===== src/rtl/simd_mem_pkg.sv =====
// Shared definitions for the SIMD operand memory path: default geometry,
// word/address types and the stream-reader state encoding.
package simd_mem_pkg;
    localparam int DEF_DATA_WIDTH = 128;
    localparam int DEF_DEPTH      = 256;
    localparam int DEF_ADDR_W     = $clog2(DEF_DEPTH);

    typedef logic [DEF_ADDR_W-1:0]     addr_t;
    typedef logic [DEF_DATA_WIDTH-1:0] word_t;

    typedef enum logic [1:0] {
        IDLE  = 2'd0,
        RUN   = 2'd1,
        DRAIN = 2'd2
    } rd_state_e;
endpackage


===== src/rtl/stream_fifo2.sv =====
// Two-entry registered FIFO with a valid/ready output side. The head entry
// always sits in head_q so out_data is a plain register and stays stable
// while stalled.
module stream_fifo2 #(
    parameter int WIDTH = 128
) (
    input  logic             clk,
    input  logic             rst_n,
    input  logic             push,
    input  logic [WIDTH-1:0] push_data,
    input  logic             pop_ready,
    output logic             out_valid,
    output logic [WIDTH-1:0] out_data,
    output logic [1:0]       count
);
    logic [WIDTH-1:0] head_q, head_d;
    logic [WIDTH-1:0] tail_q, tail_d;
    logic [1:0]       count_q, count_d;
    logic             pop;
    logic             push_ok;

    assign pop     = pop_ready && (count_q != 2'd0);
    assign push_ok = push && ((count_q != 2'd2) || pop);

    always_comb begin
        head_d  = head_q;
        tail_d  = tail_q;
        count_d = count_q;
        case ({push_ok, pop})
            2'b10: begin
                if (count_q == 2'd0) head_d = push_data;
                else                 tail_d = push_data;
                count_d = count_q + 2'd1;
            end
            2'b01: begin
                head_d  = tail_q;
                count_d = count_q - 2'd1;
            end
            2'b11: begin
                // Count is unchanged; when full the tail shifts forward.
                if (count_q == 2'd1) begin
                    head_d = push_data;
                end else begin
                    head_d = tail_q;
                    tail_d = push_data;
                end
            end
            default: ;
        endcase
    end

    always_ff @(posedge clk or negedge rst_n) begin
        if (!rst_n) begin
            head_q  <= '0;
            tail_q  <= '0;
            count_q <= 2'd0;
        end else begin
            head_q  <= head_d;
            tail_q  <= tail_d;
            count_q <= count_d;
        end
    end

    assign out_valid = (count_q != 2'd0);
    assign out_data  = head_q;
    assign count     = count_q;
endmodule


===== src/rtl/bram_stream_reader.sv =====
// Sequential BRAM reader presenting words on a valid/ready stream.
// Optional BRAM_STREAM_READER_STRIDE_EN adds a per-transfer address stride.
module bram_stream_reader
    import simd_mem_pkg::*;
#(
    parameter int  DATA_WIDTH = DEF_DATA_WIDTH,
    parameter int  DEPTH      = DEF_DEPTH,
    localparam int ADDR_W     = $clog2(DEPTH)
) (
    input  logic                  clk,
    input  logic                  rst_n,
    input  logic                  start,
    input  logic [ADDR_W-1:0]     base_addr,
    input  logic [ADDR_W:0]       length,
`ifdef BRAM_STREAM_READER_STRIDE_EN
    input  logic [ADDR_W-1:0]     stride,
`endif
    output logic                  busy,
    output logic                  done,
    output logic [ADDR_W-1:0]     mem_addr,
    output logic                  mem_we,
    input  logic [DATA_WIDTH-1:0] mem_rdata,
    output logic                  m_valid,
    output logic [DATA_WIDTH-1:0] m_data,
    input  logic                  m_ready
);
    localparam logic [ADDR_W:0] CNT_ONE   = (ADDR_W+1)'(1);
    localparam logic [ADDR_W:0] DEPTH_EXT = (ADDR_W+1)'(DEPTH);

    rd_state_e         state_q, state_d;
    logic [ADDR_W-1:0] addr_q, addr_d;
    logic [ADDR_W-1:0] mem_addr_q;
    logic [ADDR_W:0]   issue_cnt_q, issue_cnt_d;
    logic [ADDR_W:0]   beat_cnt_q, beat_cnt_d;
    logic              inflight_q;
    logic              done_q, done_d;
    logic [ADDR_W-1:0] step;
    logic [ADDR_W:0]   addr_sum;
    logic [ADDR_W:0]   addr_wrap;
    logic [ADDR_W-1:0] addr_next;
    logic              issue;
    logic              hs;
    logic              fifo_valid;
    logic [1:0]        fifo_count;
    logic [1:0]        occ;

`ifdef BRAM_STREAM_READER_STRIDE_EN
    logic [ADDR_W-1:0] stride_q, stride_d;
    assign step = stride_q;
`else
    assign step = {{(ADDR_W-1){1'b0}}, 1'b1};
`endif

    assign addr_sum  = {1'b0, addr_q} + {1'b0, step};
    assign addr_wrap = (addr_sum >= DEPTH_EXT) ? (addr_sum - DEPTH_EXT) : addr_sum;
    assign addr_next = addr_wrap[ADDR_W-1:0];

    assign hs  = fifo_valid && m_ready;
    assign occ = fifo_count + {1'b0, inflight_q};
    // A beat leaving this cycle frees its slot for an issue in the same cycle.
    assign issue = (state_q == RUN) && (issue_cnt_q != '0) && ((occ != 2'd2) || hs);

    assign mem_addr = issue ? addr_q : mem_addr_q;

    always_comb begin
        state_d     = state_q;
        addr_d      = addr_q;
        issue_cnt_d = issue_cnt_q;
        beat_cnt_d  = beat_cnt_q;
        done_d      = 1'b0;
`ifdef BRAM_STREAM_READER_STRIDE_EN
        stride_d    = stride_q;
`endif
        if (hs) beat_cnt_d = beat_cnt_q - CNT_ONE;
        case (state_q)
            IDLE: begin
                if (start) begin
                    if (length != '0) begin
                        state_d     = RUN;
                        addr_d      = base_addr;
                        issue_cnt_d = length;
                        beat_cnt_d  = length;
`ifdef BRAM_STREAM_READER_STRIDE_EN
                        stride_d    = stride;
`endif
                    end else begin
                        done_d = 1'b1;
                    end
                end
            end
            RUN: begin
                if (issue) begin
                    addr_d      = addr_next;
                    issue_cnt_d = issue_cnt_q - CNT_ONE;
                    if (issue_cnt_q == CNT_ONE) state_d = DRAIN;
                end
            end
            DRAIN: begin
                if (hs && (beat_cnt_q == CNT_ONE)) begin
                    state_d = IDLE;
                    done_d  = 1'b1;
                end
            end
            default: state_d = IDLE;
        endcase
    end

    always_ff @(posedge clk or negedge rst_n) begin
        if (!rst_n) begin
            state_q     <= IDLE;
            addr_q      <= '0;
            mem_addr_q  <= '0;
            issue_cnt_q <= '0;
            beat_cnt_q  <= '0;
            inflight_q  <= 1'b0;
            done_q      <= 1'b0;
`ifdef BRAM_STREAM_READER_STRIDE_EN
            stride_q    <= '0;
`endif
        end else begin
            state_q     <= state_d;
            addr_q      <= addr_d;
            mem_addr_q  <= mem_addr;
            issue_cnt_q <= issue_cnt_d;
            beat_cnt_q  <= beat_cnt_d;
            inflight_q  <= issue;
            done_q      <= done_d;
`ifdef BRAM_STREAM_READER_STRIDE_EN
            stride_q    <= stride_d;
`endif
        end
    end

    stream_fifo2 #(
        .WIDTH (DATA_WIDTH)
    ) u_fifo (
        .clk       (clk),
        .rst_n     (rst_n),
        .push      (inflight_q),
        .push_data (mem_rdata),
        .pop_ready (m_ready),
        .out_valid (fifo_valid),
        .out_data  (m_data),
        .count     (fifo_count)
    );

    assign m_valid = fifo_valid;
    assign busy    = (state_q != IDLE);
    assign done    = done_q;
    assign mem_we  = 1'b0;
endmodule


===== config.mk =====
export PLATFORM = sky130hd
export DESIGN_NAME = bram_stream_reader
export DESIGN_NICKNAME = d
export VERILOG_FILES = /design/src/rtl/simd_mem_pkg.sv /design/src/rtl/stream_fifo2.sv /design/src/rtl/bram_stream_reader.sv
export SDC_FILE = /design/constraint.sdc
export NUM_CORES = 1
export LEC_CHECK = 0
export CAP_MARGIN = 20
export CORE_MARGIN = 2
export CORE_UTILIZATION = 65
export CTS_BUF_LIST = sky130_fd_sc_hd__clkbuf_8
export CTS_CLUSTER_SIZE = 40
export DETAILED_ROUTE_END_ITERATION = 7
export DONT_BUFFER_PORTS = 1
export PLACE_DENSITY = 0.81
export SYNTH_ARGS = -nofsm -noshare
export SYNTH_HDL_FRONTEND = slang
export SYNTH_SLANG_ARGS = --single-unit

===== constraint.sdc =====
create_clock -name clk -period 4 [get_ports clk]
set_clock_uncertainty 0.15 [all_clocks]
set_input_delay 1.2 -clock clk [delete_from_list [all_inputs] [get_ports clk]]
set_output_delay 1.2 -clock clk [all_outputs]
set_load 0.05 [all_outputs]

==> qor.yml <==
yosys:
  yosysMostFrequentCell: "dfrtp_1"
  syn_area_sq_um: 13000
  yosys.area_share.xor_xnor_pct: 0.608
  muxShareOfSynthArea_pct: 21.2
  synth_top_area_cell: "dfrtp_1"
  synthAdderAreaFrac_pct: 0.966
  synth.top_cells.by_area: "dfrtp_1 57%, mux2_2 11%, mux2i_1 10%, o21ai_0 5.3%, nand2_1 5.1%"
  synth_simple_gate_area_share_pct: 7.86
  synth_compound_area_share_pct: 8.65
  syn_area_per_cell_sq_um: 12.0
  seq_area_frac_synth_pct: 57.2
  synth_top_family_by_area: "multiplexers"
  ys_ff_latch: 296
  ys_warn_count: 0
  ys_types: 59
  synth-async-reset-ratio_pct: 100
  synthesis.nets: 1236
  synth_top_cell_area_share_pct: 57.2
  synth-edff-count: 0
  synthCells: 1077
  synth_flop_cell: "dfrtp_1"
  synth_commonest_cells: "296 x dfrtp_1, 176 x nand2_1, 136 x o21ai_0, 130 x mux2i_1, 128 x mux2_2"
sta:
  final_hold_viol_count: 0
  timing.setup.tns_ns: 0
  whs_ns: 0.204
  fmax_mhz: 262
  fin_crit_sh_pct: 95.5
  max-slew-margin-rel_pct: 33.6
  min_period_ns: 3.82
  setup_viol: 0
  rsz0062_at_grt: "no"
  slew_viol_final: 0
  worstMarginPinSlew_ns: 0.997
clock_tree:
  clkLatencyLatePin_ns: 0.54
  ctsLongestPathBuffers: 3
  clock_sinks: 296
  clockRootBuffer: "clkbuf_8"
  path_clk_slew_ns: 0.06
  cts_tree: "done"
  htreeDepth: 2
  numCtsBuffers: 47
critical_path:
  reg2reg_to: "u_fifo.tail_q[94]$_DFFE_PN0P_"
  reg2reg_depth: 6
  cp-startpoint: "u_fifo.count[1]$_DFFE_PN0P_"
  cp.required_ns: 2.65
  worst_setup_path_start_kind: "flop"
  cp_num_buf_inv: 2
  cp_max_fo: 27
  crit_slowest_cell: "dfrtp_1"
  max_stage_delay_ns: 0.43
  cp-endpoint: "mem_addr[3]"
  crit_family: "simple AND/OR/NAND/NOR gates"
  rrSetupSlack_ns: 1.16
  timing.rr.start: "u_fifo.count[0]$_DFFE_PN0P_"
  critPathArrivalTime_ns: 2.47
  cp-end-kind: "output pin"
  path_cells: "inv_1 > ha_1 > nor2b_2 > o31a_4 > nand2_8 > inv_4 > nand2_1 > nand2_2"
  path_class: "flop to output pin"
  cp.depth: 8
power_and_ir_drop:
  p_leak_nw: 6.62
  p_clk_share_pct: 16.6
  swShare_pct: 46.2
  switching_power_w: 0.00644
  power_frac_seq_pct: 54.8
  ir_drop_mv: 0.830
  combPwrFrac_pct: 28.5
  power_density_nw_per_um2: 995
  p_int_w: 0.00749
finish:
  fillers: 1360
  finish.instance_area_sq_um: 14000
  finalNetCount: 1238
  n_antenna_cell: 0
  syn_to_final_growth_pct: 8.03
  final-instance-count-excl-fill: 1374
  layout-drive-gt1-share_pct: 20.8
placement:
  postPlaceCellArea_sq_um: 13100
  port_buffers: 0
  dp_hpwl_um: 18200
  dp.cells: 1295
  gp_congestion: 0.856
global_routing:
  grt_util_all_layers_pct: 25.7
  grt_max_degree: 297
  grt_pass1_vias: 8433
  antenna_found_initial: 0
  grt_first_pass_wirelength_um: 44000
  grt.overflow.total: 0
routing:
  vias_per_cell: 5.89
  wirelength_um: 26800
  drt_iter0_drc: 358
  drtAntennaViolNets: 0
  drt_pass1_iterations: 5
  vias: 8092
  drc_errors: 0
  avgRoutedWirePerCell_um: 19.5
worst_hold_path:
  hp-class: "input port to asynchronous set/reset pin"
floorplanning:
  die_y_um: 145
  row_count: 51
  initial_core_util_pct: 66.4
  coreArea_sq_um: 19500
  ios: 289
  chipWidth_um: 145
  dieArea_sq_um: 21100
job:
  maxCapViolations: 0
status:
  status: "complete, no violations"
[kinds of logic (layout without fill, tap and decap cells)]
logic type                 after synthesis  count (layout)
DFF                                    296             296
muxes                                  258             258
and+or+nand+nor                        233             233
AOI/OAI and AO/OA                      193             193
buffers and inverters                   77             109
adders and majority gates               10              10
xor gates and xnor gates                 9               9
other                                    1               1
[sequential cells by signal, summed over array words and instances (netlist names)]
name,cells
u_fifo.tail_q,128
u_fifo.count,2
u_fifo.out_data,128
issue_cnt_q,9
state_q,2
inflight_q,1
beat_cnt_q,9
addr_q,8
done,1
mem_addr_q,8
[per-stage QoR]
stage | power, W | utilization (%) | setup WS, ns
after global routing | 0.0147 | 71.7 | 0.0128
after CTS | 0.0140 | 71.6 | 0.0165
after detailed placement | 0.0117 | 67.2 | 0.235
after floorplan | 0.0107 | - | 0.0911
after global placement | 0.0114 | 67.2 | 0.272
final | 0.0139 | 71.7 | 0.179
[worst register-to-register path: cells and delay by family (launching register included)]
family / cells / cell delay [ns]
multiplexers: 1 / 0.31
adder cells (fa/ha/maj): 1 / 0.31
flip-flops: 1 / 0.42
buffers and inverters: 3 / 0.97
AND/OR/NAND/NOR: 1 / 0.55
[per-layer routing]
| metal | vias to the layer above | GRT usage, % | part of all wire [%] |
|---|---|---|---|
| met3 | 45 | 9.91 | 9.4 |
| met1 | 4007 | 31.4 | 39 |
| met2 | 266 | 41.7 | 49 |
| met4 | 0 | 9.31 | 2.6 |
| met5 | - | 0 | 0 |
| li1 | 3774 | - | - |
[worst min-delay path by stage]
stage	from	to	cells after the start
floorplan	u_fifo.tail_q[42]$_DFFE_PN0P_	u_fifo.tail_q[42]$_DFFE_PN0P_	1
global placement	u_fifo.tail_q[80]$_DFFE_PN0P_	u_fifo.tail_q[80]$_DFFE_PN0P_	1
detailed placement	u_fifo.tail_q[79]$_DFFE_PN0P_	u_fifo.tail_q[79]$_DFFE_PN0P_	1
CTS	rst_n	u_fifo.out_data[125]$_DFFE_PN0P_	0
global route	rst_n	u_fifo.tail_q[23]$_DFFE_PN0P_	0
finish	rst_n	u_fifo.out_data[22]$_DFFE_PN0P_	0
[layout by cell type (no fill, tap or decap), types with 6 or more instances in the layout]
master and n:
dfrtp_1 296, nand2_1 168, o21ai_0 135, mux2i_1 130, mux2_2 128, clkbuf_8 54, inv_1 32, nor2_1 19
a21oi_1 14, ha_1 10, nand3_1 9, buf_4 9, buf_12 8, nand2_2 7, o22ai_1 6, xnor2_1 6
[power by group through the flow]
stage	Combinational, W	Sequential, W	Clock (W)
2_1_floorplan	0.00342	0.00732	0
3_3_place_gp	0.00379	0.00760	0
3_5_place_dp	0.00398	0.00768	0
4_1_cts	0.00399	0.00764	0.00237
5_1_grt	0.00443	0.00781	0.00251
6_report	0.00397	0.00764	0.00231
[final cells by class]
cell class / count / area, sq um / area share, %
Sequential cell: 296 / 7410 / 52.9
Clock buffer: 54 / 743 / 5.31
Clock inverter: 25 / 106 / 0.760
Multi-Input combinational cell: 704 / 5130 / 36.7
Tap cell: 265 / 332 / 2.37
Inverter: 13 / 51.3 / 0.366
Timing Repair Buffer: 17 / 228 / 1.63
[timing repair]
item / in CTS / in global routing
hold buffers: 0 / 0
hold endpoints to repair: 0 / 0
gates resized for setup: 0 / 7
endpoints found under the setup margin: 0 / 7
setup buffers: 0 / 0
(Power assumes the default switching activity.)
